<file path="config.mk">
export PLATFORM = sky130hd
export DESIGN_NAME = pal_sync_gen
export DESIGN_NICKNAME = d
export VERILOG_FILES = /design/src/rtl/pal_sync_gen_pkg.sv /design/src/rtl/pal_sync_gen_hv_counter.sv /design/src/rtl/pal_sync_gen.sv
export VERILOG_INCLUDE_DIRS = /design/src /design/src/rtl
export SDC_FILE = /design/constraint.sdc
export NUM_CORES = 1
export LEC_CHECK = 0
export BUFFER_PORTS_ARGS = -buffer_cell sky130_fd_sc_hd__buf_4
export CAP_MARGIN = 20
export CORE_MARGIN = 10
export CORE_UTILIZATION = 39
export CTS_CLUSTER_DIAMETER = 200
export CTS_CLUSTER_SIZE = 40
export DETAILED_ROUTE_END_ITERATION = 8
export GPL_TIMING_DRIVEN = 0
export PLACE_DENSITY = 0.65
export SLEW_MARGIN = 5
export SYNTH_ARGS = -nofsm -noshare
export SYNTH_HDL_FRONTEND = slang
export SYNTH_HIERARCHICAL = 1
export SYNTH_SLANG_ARGS = --single-unit
</file>
<file path="constraint.sdc">
create_clock -name clk24 -period 2.85 [get_ports clk24]
set_clock_uncertainty 0.2 [all_clocks]
set_input_delay 0 -clock clk24 [delete_from_list [all_inputs] [get_ports clk24]]
set_output_delay 0 -clock clk24 [all_outputs]
set_load 0.01 [all_outputs]
</file>
<file path="src/rtl/video_timing.vh">
// Shared PAL raster defaults and sync polarities, used by the sync generator, encoder and
// framebuffer fetch.
`ifndef VIDEO_TIMING_VH
`define VIDEO_TIMING_VH

`define PAL_H_TOTAL      1536
`define PAL_H_SYNC       113
`define PAL_H_ACT_START  256
`define PAL_H_ACT_LEN    1216
`define PAL_V_SYNC_LINES 3
`define PAL_V_ACT_START  23
`define PAL_V_ACT_LEN    288
`define PAL_V_TOTAL      312

`define TV_HS_ACTIVE 1'b0
`define TV_VS_ACTIVE 1'b0

`endif

</file>
<file path="src/rtl/pal_sync_gen_pkg.sv">
// Common types, PAL default geometry and a range helper for the PAL sync generator.
package pal_sync_gen_pkg;
`include "video_timing.vh"

  localparam int unsigned PAL_H_TOTAL      = `PAL_H_TOTAL;
  localparam int unsigned PAL_H_SYNC       = `PAL_H_SYNC;
  localparam int unsigned PAL_H_ACT_START  = `PAL_H_ACT_START;
  localparam int unsigned PAL_H_ACT_LEN    = `PAL_H_ACT_LEN;
  localparam int unsigned PAL_V_SYNC_LINES = `PAL_V_SYNC_LINES;
  localparam int unsigned PAL_V_ACT_START  = `PAL_V_ACT_START;
  localparam int unsigned PAL_V_ACT_LEN    = `PAL_V_ACT_LEN;
  localparam int unsigned PAL_V_TOTAL      = `PAL_V_TOTAL;

  localparam logic HS_ACTIVE = `TV_HS_ACTIVE;
  localparam logic VS_ACTIVE = `TV_VS_ACTIVE;

  typedef logic [10:0] hcount_t;
  typedef logic [9:0]  vcount_t;

  function automatic logic in_span(input logic [10:0] val,
                                   input logic [10:0] lo,
                                   input logic [10:0] hi);
    return (val >= lo) && (val < hi);
  endfunction
endpackage

</file>
<file path="src/rtl/pal_sync_gen_hv_counter.sv">
// Raster position counters: these hold the position the top presents on the next cycle,
// including per-field line count, field toggle and the mode latch sampled at field wrap.
module pal_sync_gen_hv_counter
  import pal_sync_gen_pkg::*;
#(
  parameter int unsigned H_TOTAL = PAL_H_TOTAL,
  parameter int unsigned V_TOTAL = PAL_V_TOTAL
) (
  input  logic        i_clk24,
  input  logic        i_rst_n,
  input  logic        i_mode_interlace,
  output logic [10:0] o_h,
  output logic [9:0]  o_v,
  output logic        o_field
);

  localparam hcount_t H_LAST     = hcount_t'(H_TOTAL - 1);
  localparam vcount_t V_LAST_EVN = vcount_t'(V_TOTAL - 1);
  localparam vcount_t V_LAST_ODD = vcount_t'(V_TOTAL);

  hcount_t r_h;
  vcount_t r_v;
  logic    r_field;
  logic    r_mode;

  logic    w_line_end;
  logic    w_last_line;

  // The odd field of an interlaced frame carries the extra (313th) line.
  assign w_line_end  = (r_h == H_LAST);
  assign w_last_line = (r_mode && r_field) ? (r_v == V_LAST_ODD) : (r_v == V_LAST_EVN);

  always_ff @(posedge i_clk24 or negedge i_rst_n) begin
    if (!i_rst_n) begin
      r_h     <= '0;
      r_v     <= '0;
      r_field <= 1'b0;
      r_mode  <= 1'b0;
    end else if (w_line_end) begin
      r_h <= '0;
      if (w_last_line) begin
        r_v     <= '0;
        r_mode  <= i_mode_interlace;
        r_field <= i_mode_interlace ? ~r_field : 1'b0;
      end else begin
        r_v <= r_v + 10'd1;
      end
    end else begin
      r_h <= r_h + 11'd1;
    end
  end

  assign o_h     = r_h;
  assign o_v     = r_v;
  assign o_field = r_field;

endmodule

</file>
<file path="src/rtl/pal_sync_gen.sv">
// Free-running PAL raster timing generator: sync, blanking, data-enable, coordinates and strobes,
// all registered together so every output describes the same pixel.
module pal_sync_gen
  import pal_sync_gen_pkg::*;
#(
  parameter int unsigned H_TOTAL      = PAL_H_TOTAL,
  parameter int unsigned H_SYNC       = PAL_H_SYNC,
  parameter int unsigned H_ACT_START  = PAL_H_ACT_START,
  parameter int unsigned H_ACT_LEN    = PAL_H_ACT_LEN,
  parameter int unsigned V_SYNC_LINES = PAL_V_SYNC_LINES,
  parameter int unsigned V_ACT_START  = PAL_V_ACT_START,
  parameter int unsigned V_ACT_LEN    = PAL_V_ACT_LEN,
  parameter int unsigned V_TOTAL      = PAL_V_TOTAL
) (
  input  logic        clk24,
  input  logic        rst_n,
  input  logic        mode_interlace,
  output logic        tv_hs_o,
  output logic        tv_vs_o,
  output logic        tv_porch_o,
  output logic        de_o,
  output logic [10:0] pix_x_o,
  output logic [9:0]  pix_y_o,
  output logic        field_o,
  output logic        line_stb_o,
  output logic        field_stb_o
);

  localparam hcount_t C_HSYNC = hcount_t'(H_SYNC);
  localparam hcount_t C_HALF  = hcount_t'(H_TOTAL / 2);
  localparam hcount_t C_ACTH0 = hcount_t'(H_ACT_START);
  localparam hcount_t C_ACTH1 = hcount_t'(H_ACT_START + H_ACT_LEN);
  localparam vcount_t C_VSYNC = vcount_t'(V_SYNC_LINES);
  localparam vcount_t C_ACTV0 = vcount_t'(V_ACT_START);
  localparam vcount_t C_ACTV1 = vcount_t'(V_ACT_START + V_ACT_LEN);

  hcount_t w_h;
  vcount_t w_v;
  logic    w_field;
  logic    w_hs_on;
  logic    w_vs_on;
  logic    w_active;

  hcount_t r_x;
  vcount_t r_y;
  logic    r_field;
  logic    r_hs;
  logic    r_vs;
  logic    r_porch;
  logic    r_de;
  logic    r_line_stb;
  logic    r_field_stb;

  pal_sync_gen_hv_counter #(
    .H_TOTAL (H_TOTAL),
    .V_TOTAL (V_TOTAL)
  ) u_hv_counter (
    .i_clk24          (clk24),
    .i_rst_n          (rst_n),
    .i_mode_interlace (mode_interlace),
    .o_h              (w_h),
    .o_v              (w_v),
    .o_field          (w_field)
  );

  // Odd-field vsync is shifted by half a line, giving the interlace offset.
  assign w_hs_on = (w_h < C_HSYNC);
  assign w_vs_on = w_field
                 ? (((w_v == '0) && (w_h >= C_HALF)) ||
                    ((w_v != '0) && (w_v < C_VSYNC)) ||
                    ((w_v == C_VSYNC) && (w_h < C_HALF)))
                 : (w_v < C_VSYNC);
  assign w_active = in_span(w_h, C_ACTH0, C_ACTH1) &&
                    in_span({1'b0, w_v}, {1'b0, C_ACTV0}, {1'b0, C_ACTV1});

  always_ff @(posedge clk24 or negedge rst_n) begin
    if (!rst_n) begin
      r_x         <= '0;
      r_y         <= '0;
      r_field     <= 1'b0;
      r_hs        <= ~HS_ACTIVE;
      r_vs        <= ~VS_ACTIVE;
      r_porch     <= 1'b1;
      r_de        <= 1'b0;
      r_line_stb  <= 1'b0;
      r_field_stb <= 1'b0;
    end else begin
      r_x         <= w_h;
      r_y         <= w_v;
      r_field     <= w_field;
      r_hs        <= w_hs_on ? HS_ACTIVE : ~HS_ACTIVE;
      r_vs        <= w_vs_on ? VS_ACTIVE : ~VS_ACTIVE;
      r_porch     <= ~w_active;
      r_de        <= w_active;
      r_line_stb  <= (w_h == '0);
      r_field_stb <= (w_h == '0) && (w_v == '0);
    end
  end

  assign tv_hs_o     = r_hs;
  assign tv_vs_o     = r_vs;
  assign tv_porch_o  = r_porch;
  assign de_o        = r_de;
  assign pix_x_o     = r_x;
  assign pix_y_o     = r_y;
  assign field_o     = r_field;
  assign line_stb_o  = r_line_stb;
  assign field_stb_o = r_field_stb;

endmodule

</file>
==> results.yml, run 1 <==
outcome:
  status: "finished, final reports clean"
power:
  p_leak_nw: 1.20
  power.density_mw_per_mm2: 504
  p_total_mw: 1.23
  ir_drop_v: 0.000259
synth:
  avgSynthCellArea_sq_um: 12.1
  ys_seq_area_share_pct: 64.0
  synth_flop_cell: "dfrtp_1"
  ys_seq_elements: 51
  async_reset_ff_share_pct: 100
  netlist_top_cells_count: "dfrtp_1, nand2_1, o21ai_0"
  synth_area_sq_mm: 0.00200
  yosys_warnings: 6
  netlist_instances: 165
  synth.distinct_cells: 39
  syn-num-nets: 170
  synth-edff-count: 0
  synth_top_cell_area_share_pct: 60.1
  ys_top_cells_by_area: "dfrtp_1, dfstp_2, o21ai_0, nand2_1, xor2_1"
  yosysTopAreaCell: "dfrtp_1"
  synth_most_common_cell: "dfrtp_1"
grt:
  gr-usage-met1_pct: 11.7
  grt_max_degree: 52
  met3_usage_pct: 3.13
  grt.busiest_layer: "met2"
  grt_pass1_wl_mm: 6.31
  grt_pass1_vias: 1281
  grt-ovfl-total: 0
  grtUsageMet2_pct: 13.8
  grt_usage_pct: 9.10
  antenna_found_initial: 0
clock_tree:
  clkSinkCount: 51
  clk_pin_slew_ns: 0.09
  clock_latency_ns: 0.30
  max-clock-path-buffers: 2
  cts_max_level: 2
  cts_inserted_buffers: 5
  cts_root_buf: "clkbuf_8"
  cts_resized: 0
  cts_tree: "yes"
layout:
  fillers: 475
  nNetsFinal: 209
  regArea_sq_mm: 0.00128
  n_antenna_cell: 0
  finish.utilization_pct: 48.5
  area_delta_synth_final_pct: 22.3
  drive_above_1_share_pct: 24.9
  multi_input_area_sq_um: 698
floorplan:
  start_util_pct: 39.7
  die_y_um: 91.6
  rows: 26
  core-area_sq_mm: 0.00504
  num_io_pins: 31
  die_w_um: 91.6
  die-area_sq_mm: 0.00839
timing:
  tightest_slew_ns: 0.637
  setup_viol: 0
  max_freq_mhz: 432
  min_period_ns: 2.31
  relSlewSlack_pct: 57.2
  hold_viol: 0
  drv_slew: 0
  tns_ns: 0
  min_period_over_period_pct: 81.2
  rsz0062_at_grt: "false"
detailed_routing:
  detail-route-antenna-nets: 0
  drc_errors: 0
  wirelength_mm: 3.70
  wire_per_inst_um: 13.5
  drtIter0Drc: 88
  drt_pass1_iterations: 4
  via_count: 1342
  viasPerCell: 4.88
worst_setup_path:
  end_kind: "flip-flop"
  worstPathMaxFanout: 10
  crit_chain: "ha_1 -> nand4_1 -> nor3_1 -> buf_2 -> a21oi_1 -> a31oi_1"
  crit_buf_inv: 1
  worst_r2r_path_depth: 6
  path_depth: 6
  crit_slowest_cell: "nor3_1"
  slowest_delay_ns: 0.58
  r2r-end: "u_hv_counter/o_v[4]$_DFFE_PN0N_"
  path_delay_family: "simple AND/OR/NAND/NOR gates"
  cp.arrival_ns: 2.33
  cp-start-kind: "flip-flop"
  rrSetupSlack_ns: 0.54
  cp.required_ns: 2.87
  rr_startpoint: "u_hv_counter/o_h[0]$_DFF_PN0_"
  critPathKind: "flip-flop to flip-flop"
placed_design:
  post-dp-hpwl_mm: 2.51
  gp_congestion: 0.737
  io_buffers: 30
min_path:
  hold_path.class: "primary input to async pin"
run:
  maxCapViolCount: 0
==> worst reg2reg max path, cell delays in order, from the launching register on <==
cell	delay (ns)
dfrtp_1	0.43
ha_1	0.23
nand4_1	0.17
nor3_1	0.58
buf_2	0.36
a21oi_1	0.10
a31oi_1	0.17
==> metrics by stage <==
step	std cells	instance area, sq um	worst slack, ns	hold slack (ns)
final	275	2440	0.536	0.0545
after global routing	275	2440	0.375	0.129
after CTS	275	2440	0.535	0.0827
after detailed placement	265	2310	0.558	-0.142
after global placement	265	2310	0.570	-0.148
after floorplan	165	2000	0.738	-0.496
==> cell usage in the layout, fill, tap and decap left out, drive strengths merged, types with 2 or more instances in the layout <==
cell | Yosys | routed
xnor2 | 5 | 5
and4 | 2 | 2
nor3 | 5 | 5
dlygate4sd3 | 0 | 2
nand3 | 7 | 7
nor4 | 3 | 3
nand4 | 7 | 7
or3 | 4 | 4
ha | 2 | 2
a31oi | 3 | 3
o211ai | 2 | 2
clkinv | 0 | 2
a21oi | 2 | 2
nor2b | 2 | 2
nand2 | 14 | 14
dfrtp | 48 | 48
nand2b | 2 | 2
o21ai | 11 | 11
mux2 | 3 | 3
dfstp | 3 | 3
buf | 2 | 32
and3 | 8 | 8
clkbuf | 1 | 6
nor2 | 10 | 10
inv | 2 | 2
xor2 | 6 | 6
==> cell type report <==
type,instances,area share (%)
Timing Repair Buffer,32,10.0
Clock inverter,3,1.79
Multi-Input combinational cell,109,28.6
Inverter,2,0.307
Buffer,3,0.563
Sequential cell,51,52.4
Clock buffer,5,2.81
Tap cell,70,3.58
==> report_power, final <==
part	internal (mW)	switching, mW	leakage, nW
sequential	0.723	0	0.678
combinational	0.00391	0.0136	0.465
clock	0.261	0.230	0.0581
==> worst max-delay path by stage <==
| stage | from | endpoint | slack, ns |
|---|---|---|---|
| after detailed placement | u_hv_counter/o_h[0]$_DFF_PN0_ | u_hv_counter/o_v[2]$_DFFE_PN0N_ | 0.56 |
| after global placement | u_hv_counter/o_h[0]$_DFF_PN0_ | u_hv_counter/o_field$_DFFE_PN0P_ | 0.57 |
| after global routing | u_hv_counter/o_h[0]$_DFF_PN0_ | u_hv_counter/o_v[2]$_DFFE_PN0N_ | 0.38 |
| final | u_hv_counter/o_h[0]$_DFF_PN0_ | u_hv_counter/o_v[4]$_DFFE_PN0N_ | 0.54 |
| after floorplan | u_hv_counter/o_h[0]$_DFF_PN0_ | u_hv_counter/r_mode$_DFFE_PN0P_ | 0.74 |
| after CTS | u_hv_counter/o_h[0]$_DFF_PN0_ | u_hv_counter/o_v[2]$_DFFE_PN0N_ | 0.54 |
==> logic make-up (layout without fill, tap and decap cells) <==
group / count (synthesis) / in the layout / synth area share [%]
AO/OA/AOI/OAI: 24 / 24 / 7.70
XOR/XNOR: 11 / 11 / 4.82
adder cells (fa/ha/maj): 2 / 2 / 1.25
buffers and inverters: 5 / 45 / 1.06
flip-flops: 51 / 51 / 64.0
multiplexers: 4 / 4 / 2.19
AND/OR/NAND/NOR: 68 / 68 / 19.0
==> flip-flops by register name, indices dropped and copies added, names as in the netlist <==
| register | count |
|---|---|
| pix_x_o | 11 |
| u_hv_counter/o_h | 11 |
| pix_y_o | 10 |
| u_hv_counter/o_v | 10 |
| de_o | 1 |
| field_o | 1 |
| field_stb_o | 1 |
| line_stb_o | 1 |
| tv_hs_o | 1 |
| tv_porch_o | 1 |
| tv_vs_o | 1 |
| u_hv_counter/o_field | 1 |
| u_hv_counter/r_mode | 1 |
==> what timing repair did <==
action / in CTS / in global routing
hold buffers: 2 / 0
endpoints found under the hold margin: 53 / 0
buffers inserted: 0 / 0
==> per-layer routing <==
metal / vias to the layer above / wire, um
met4: 0 / 48
li1: 672 / -
met1: 643 / 1780
met5: - / 0
met3: 4 / 176
met2: 23 / 1700
Note: power is estimated with default switching activity, not from simulation.
==> inputs of run 2 (changes only) <==
==> constraint.sdc (replaced) <==
create_clock -name clk24 -period 2.2 [get_ports clk24]
set_clock_uncertainty 0.2 [all_clocks]
set_input_delay 0 -clock clk24 [delete_from_list [all_inputs] [get_ports clk24]]
set_output_delay 0 -clock clk24 [all_outputs]
set_load 0.01 [all_outputs]
==> run 2 against run 1 <==
Effect of this change:
- via count rose by 4.8%
- design area up 4.9%
- routed wire length is 4.9% higher
- flip-flop and latch count did not move
- die area unchanged
- sequential share of layout area is 2.1 points lower
- critical endpoint is now u_hv_counter/r_mode$_DFFE_PN0P_
- core utilization up 2.4 points
- sequential power increased by 30%
- critical path type unchanged
==> results.yml, run 2 (synthesis results as in run 1) <==
layout:
  area_delta_synth_final_pct: 28.2
  drive_above_1_share_pct: 32.4
  most-common-layout-cells: "dfrtp_1, buf_4, nand2_1"
  regArea_sq_mm: 0.00129
  n_antenna_cell: 0
  instances_no_fill: 286
  fillers: 460
  nNetsFinal: 220
  multi_input_area_sq_um: 722
clock_tree:
  cts_root_buf: "clkbuf_8"
  cts_inserted_buffers: 5
  clkSinkCount: 51
  clk_pin_slew_ns: 0.10
  clock_latency_ns: 0.30
  max-clock-path-buffers: 2
  cts_max_level: 2
  cts_tree: "yes"
placed_design:
  preCtsSetupSlack_ns: -0.0916
  post-dp-hpwl_mm: 2.51
  dp.cells: 265
  io_buffers: 30
  gp_congestion: 0.737
worst_setup_path:
  cp.required_ns: 2.19
  cp-start-kind: "flip-flop"
  critPathKind: "flip-flop to flip-flop"
  rr_startpoint: "u_hv_counter/o_v[0]$_DFFE_PN0N_"
  cp.arrival_ns: 2.11
  worstPathMaxFanout: 7
  r2r-end: "u_hv_counter/r_mode$_DFFE_PN0P_"
  worst_r2r_path_depth: 4
  end_kind: "flip-flop"
  rrSetupSlack_ns: 0.08
timing:
  hold_viol: 0
  setup_viol: 0
  min_period_over_period_pct: 96.2
  max_freq_mhz: 473
  min_period_ns: 2.12
  worst_slack_ns: 0.0837
  drv_slew: 0
  rsz0062_at_grt: "false"
  relSlewSlack_pct: 59.5
  tightest_slew_ns: 0.607
floorplan:
  die-area_sq_mm: 0.00839
  rows: 26
  die_y_um: 91.6
  num_io_pins: 31
  start_util_pct: 39.7
  core-area_sq_mm: 0.00504
  die_w_um: 91.6
grt:
  grt_max_degree: 52
  antenna_found_initial: 0
  grt_usage_pct: 9.24
  grt_pass1_vias: 1296
  grt_pass1_wl_mm: 6.40
  grt-ovfl-total: 0
detailed_routing:
  drt_pass1_iterations: 4
  wire_per_inst_um: 13.6
  drtIter0Drc: 71
  via_count: 1407
  drc_errors: 0
  detail-route-antenna-nets: 0
  viasPerCell: 4.92
  wirelength_mm: 3.88
run:
  maxCapViolCount: 0
outcome:
  status: "finished, final reports clean"
power:
  p_leak_nw: 1.29
  power.density_mw_per_mm2: 625
  ir_drop_v: 0.000336
  p_total_mw: 1.60
min_path:
  hold_path.class: "primary input to async pin"
run 2: worst max-delay path, cell delays in order (launching register included):
cell and delay [ns]:
dfrtp_2 0.46, or3b_2 0.47, mux2_4 0.33, nor3_4 0.21, mux2_2 0.35
run 2: where the power goes:
group	internal, mW	switching (mW)	leakage (nW)
Clock	0.339	0.304	0.0581
Combinational	0.00506	0.0177	0.562
Sequential	0.937	0	0.670
run 2: worst max path at each step:
stage,start,endpoint,slack (ns)
finish,u_hv_counter/o_v[0]$_DFFE_PN0N_,u_hv_counter/r_mode$_DFFE_PN0P_,0.08
global route,u_hv_counter/o_v[4]$_DFFE_PN0N_,u_hv_counter/o_field$_DFFE_PN0P_,0.001
CTS,u_hv_counter/o_h[0]$_DFF_PN0_,u_hv_counter/o_v[2]$_DFFE_PN0N_,-0.02
global placement,u_hv_counter/o_h[0]$_DFF_PN0_,u_hv_counter/o_field$_DFFE_PN0P_,-0.08
floorplan,u_hv_counter/o_h[0]$_DFF_PN0_,u_hv_counter/r_mode$_DFFE_PN0P_,0.09
detailed placement,u_hv_counter/o_h[0]$_DFF_PN0_,u_hv_counter/o_v[2]$_DFFE_PN0N_,-0.09
run 2: final cells by class:
| type | instances | area share, % |
|---|---|---|
| Timing Repair Buffer | 43 | 12.8 |
| Sequential cell | 51 | 50.2 |
| Inverter | 2 | 0.293 |
| Multi-Input combinational cell | 109 | 28.2 |
| Clock inverter | 3 | 1.71 |
| Clock buffer | 5 | 2.68 |
| Buffer | 3 | 0.732 |
| Tap cell | 70 | 3.42 |
run 2: per-layer routing:
metal  GRT usage [%]  share of wire [%]  vias to the layer above  routed length, um
met5               0                  0                        -                  0
met4            3.52                1.2                        0                 48
li1                -                  -                      692                  -
met1            11.8                 47                      688               1810
met2            14.1                 48                       23               1850
met3            3.13                4.5                        4                176
run 2: through the flow:
stage | util (%) | hold slack [ns] | TNS (ns) | cell area [sq um]
2_1_floorplan | - | -0.496 | 0 | 2000
3_3_place_gp | 45.9 | -0.148 | -0.358 | 2310
3_5_place_dp | 45.9 | -0.142 | -0.424 | 2310
4_1_cts | 48.8 | 0.0827 | -0.0571 | 2460
5_1_grt | 50.8 | 0.129 | 0 | 2560
6_report | 50.8 | 0.0512 | 0 | 2560
run 2: timing repair:
action | in CTS | in global routing
hold endpoints to repair | 53 | 0
pin swaps | 0 | 2
hold buffers | 2 | 0
gates resized for setup | 0 | 14
buffers inserted | 2 | 9
setup endpoints to repair | 6 | 9
==> inputs of run 3 (changes only) <==
--- a/config.mk
+++ b/config.mk
@@ -9,12 +9,12 @@
 export BUFFER_PORTS_ARGS = -buffer_cell sky130_fd_sc_hd__buf_4
 export CAP_MARGIN = 20
 export CORE_MARGIN = 10
-export CORE_UTILIZATION = 39
+export CORE_UTILIZATION = 36
 export CTS_CLUSTER_DIAMETER = 200
 export CTS_CLUSTER_SIZE = 40
 export DETAILED_ROUTE_END_ITERATION = 8
 export GPL_TIMING_DRIVEN = 0
-export PLACE_DENSITY = 0.65
+export PLACE_DENSITY = 0.62
 export SLEW_MARGIN = 5
 export SYNTH_ARGS = -nofsm -noshare
 export SYNTH_HDL_FRONTEND = slang
==> run 3 against run 2 <==
Effect of this change:
- non-clock buffer count down 4
- flip-flop and latch count is the same
- worst setup slack worse by 0.020 ns
- critical path type unchanged
- critical endpoint is now u_hv_counter/o_field$_DFFE_PN0P_
- largest power group unchanged
==> results.yml, run 3 (synthesis results as in run 1) <==
outcome:
  status: "finished, final reports clean"
power:
  pwr-share-comb_pct: 1.4
  p_total_mw: 1.60
  pwr-share-clk_pct: 39.9
  power.density_mw_per_mm2: 627
  p_int_mw: 1.28
  switching_share_pct: 19.8
  switchingPower_mw: 0.315
  ir_drop_v: 0.000279
  p_leak_nw: 1.23
  seqPwrFrac_pct: 58.7
timing:
  min_period_over_period_pct: 97.1
  worst_slack_ns: 0.0636
  drv_slew: 0
  tns_ns: 0
  setup_viol: 0
  relSlewSlack_pct: 59.0
  tightest_slew_ns: 0.615
  hold_viol: 0
  min_period_ns: 2.14
  max_freq_mhz: 468
  rsz0062_at_grt: "false"
floorplan:
  core-area_sq_mm: 0.00544
  die_y_um: 94.5
  num_io_pins: 31
  start_util_pct: 36.8
  die_w_um: 94.5
  rows: 27
  die-area_sq_mm: 0.00893
layout:
  most-common-layout-cells: "dfrtp_1, buf_4, nand2_1"
  area_delta_synth_final_pct: 27.3
  final_common_cell: "dfrtp_1"
  instances_no_fill: 284
  drive_above_1_share_pct: 30.2
  n_antenna_cell: 0
  design_area_sq_mm: 0.00254
  nNetsFinal: 216
detailed_routing:
  wirelength_mm: 3.95
  drtIter0Drc: 91
  drt_pass1_iterations: 5
  drc_errors: 0
  viasPerCell: 5.03
  via_count: 1428
  wire_per_inst_um: 13.9
  detail-route-antenna-nets: 0
min_path:
  hold_path.class: "primary input to async pin"
grt:
  antenna_found_initial: 0
  grt-ovfl-total: 0
  grt_max_degree: 52
  grt_pass1_wl_mm: 6.64
  grt_pass1_vias: 1338
  grt_usage_pct: 9.18
worst_setup_path:
  cp.arrival_ns: 2.12
  cp-start-kind: "flip-flop"
  rrSetupSlack_ns: 0.06
  end_kind: "flip-flop"
  worst_r2r_path_depth: 4
  worstPathMaxFanout: 10
  cp.required_ns: 2.19
  critPathKind: "flip-flop to flip-flop"
clock_tree:
  cts_inserted_buffers: 5
  clk_pin_slew_ns: 0.09
  clock_latency_ns: 0.30
  clkSinkCount: 51
  cts_tree: "yes"
  max-clock-path-buffers: 2
  cts_root_buf: "clkbuf_8"
  cts_max_level: 2
placed_design:
  io_buffers: 30
  post_dp_cell_area_sq_mm: 0.00231
  gp_congestion: 0.771
  dp.cells: 267
  preCtsSetupSlack_ns: -0.129
  post-dp-hpwl_mm: 2.63
run:
  maxCapViolCount: 0
## run 3: final cells by class
cell class                      instances  area (sq um)
Clock buffer                            6          72.6
Buffer                                  3          16.3
Fill cell                             492          2890
Clock inverter                          2          37.5
Tap cell                               72          90.1
Timing Repair Buffer                   39           298
Inverter                                2          7.51
Multi-Input combinational cell        109           737
Sequential cell                        51          1290
## run 3: per-layer routing
metal	up-vias	global-route usage, %	share of wire (%)
met3	6	3.17	7.3
met5	-	0	0
met1	695	11.9	46
li1	687	-	-
met4	0	4.61	1.9
met2	40	13.3	45
## run 3: path summary, 6_finish.rpt
| kind | start | endpoint |
|---|---|---|
| hold reg to reg | u_hv_counter/o_field$_DFFE_PN0P_ | field_o$_DFF_PN0_ |
| min in group clk24 | u_hv_counter/o_field$_DFFE_PN0P_ | field_o$_DFF_PN0_ |
| max in group asynchronous | rst_n | u_hv_counter/o_v[3]$_DFFE_PN0N_ |
| hold / removal | rst_n | pix_x_o[4]$_DFF_PN0_ |
| setup reg to reg | u_hv_counter/o_v[0]$_DFFE_PN0N_ | u_hv_counter/o_field$_DFFE_PN0P_ |
| setup / recovery | u_hv_counter/o_v[0]$_DFFE_PN0N_ | u_hv_counter/o_field$_DFFE_PN0P_ |
## run 3: power groups by stage
stage	sequential (mW)	combinational (mW)	clock, mW
2_1_floorplan	0.955	0.000604	0
3_3_place_gp	0.955	0.0216	0
3_5_place_dp	0.955	0.0220	0
4_1_cts	0.937	0.0247	0.652
5_1_grt	0.937	0.0275	0.693
6_report	0.937	0.0228	0.637
## run 3: what timing repair did
| action | 4_1_cts | 5_1_grt |
|---|---|---|
| buffers inserted | 2 | 5 |
| hold buffers | 2 | 0 |
| endpoints found under the hold margin | 53 | 0 |
| pin swaps | 0 | 2 |
| cloned | 0 | 0 |
| setup endpoints to repair | 6 | 3 |
| gates resized for setup | 4 | 10 |
## run 3: critical path, stage by stage (launching register included)
cell,delay (ns)
dfrtp_1,0.49
or3b_2,0.49
mux2_2,0.35
nor3_4,0.15
mux2_2,0.35
## run 3: stage by stage
step	hold slack, ns	util (%)
after floorplan	-0.496	-
after global routing	0.130	46.8
after detailed placement	-0.135	42.6
after CTS	0.0800	45.5
final	0.0459	46.8
after global placement	-0.140	42.6
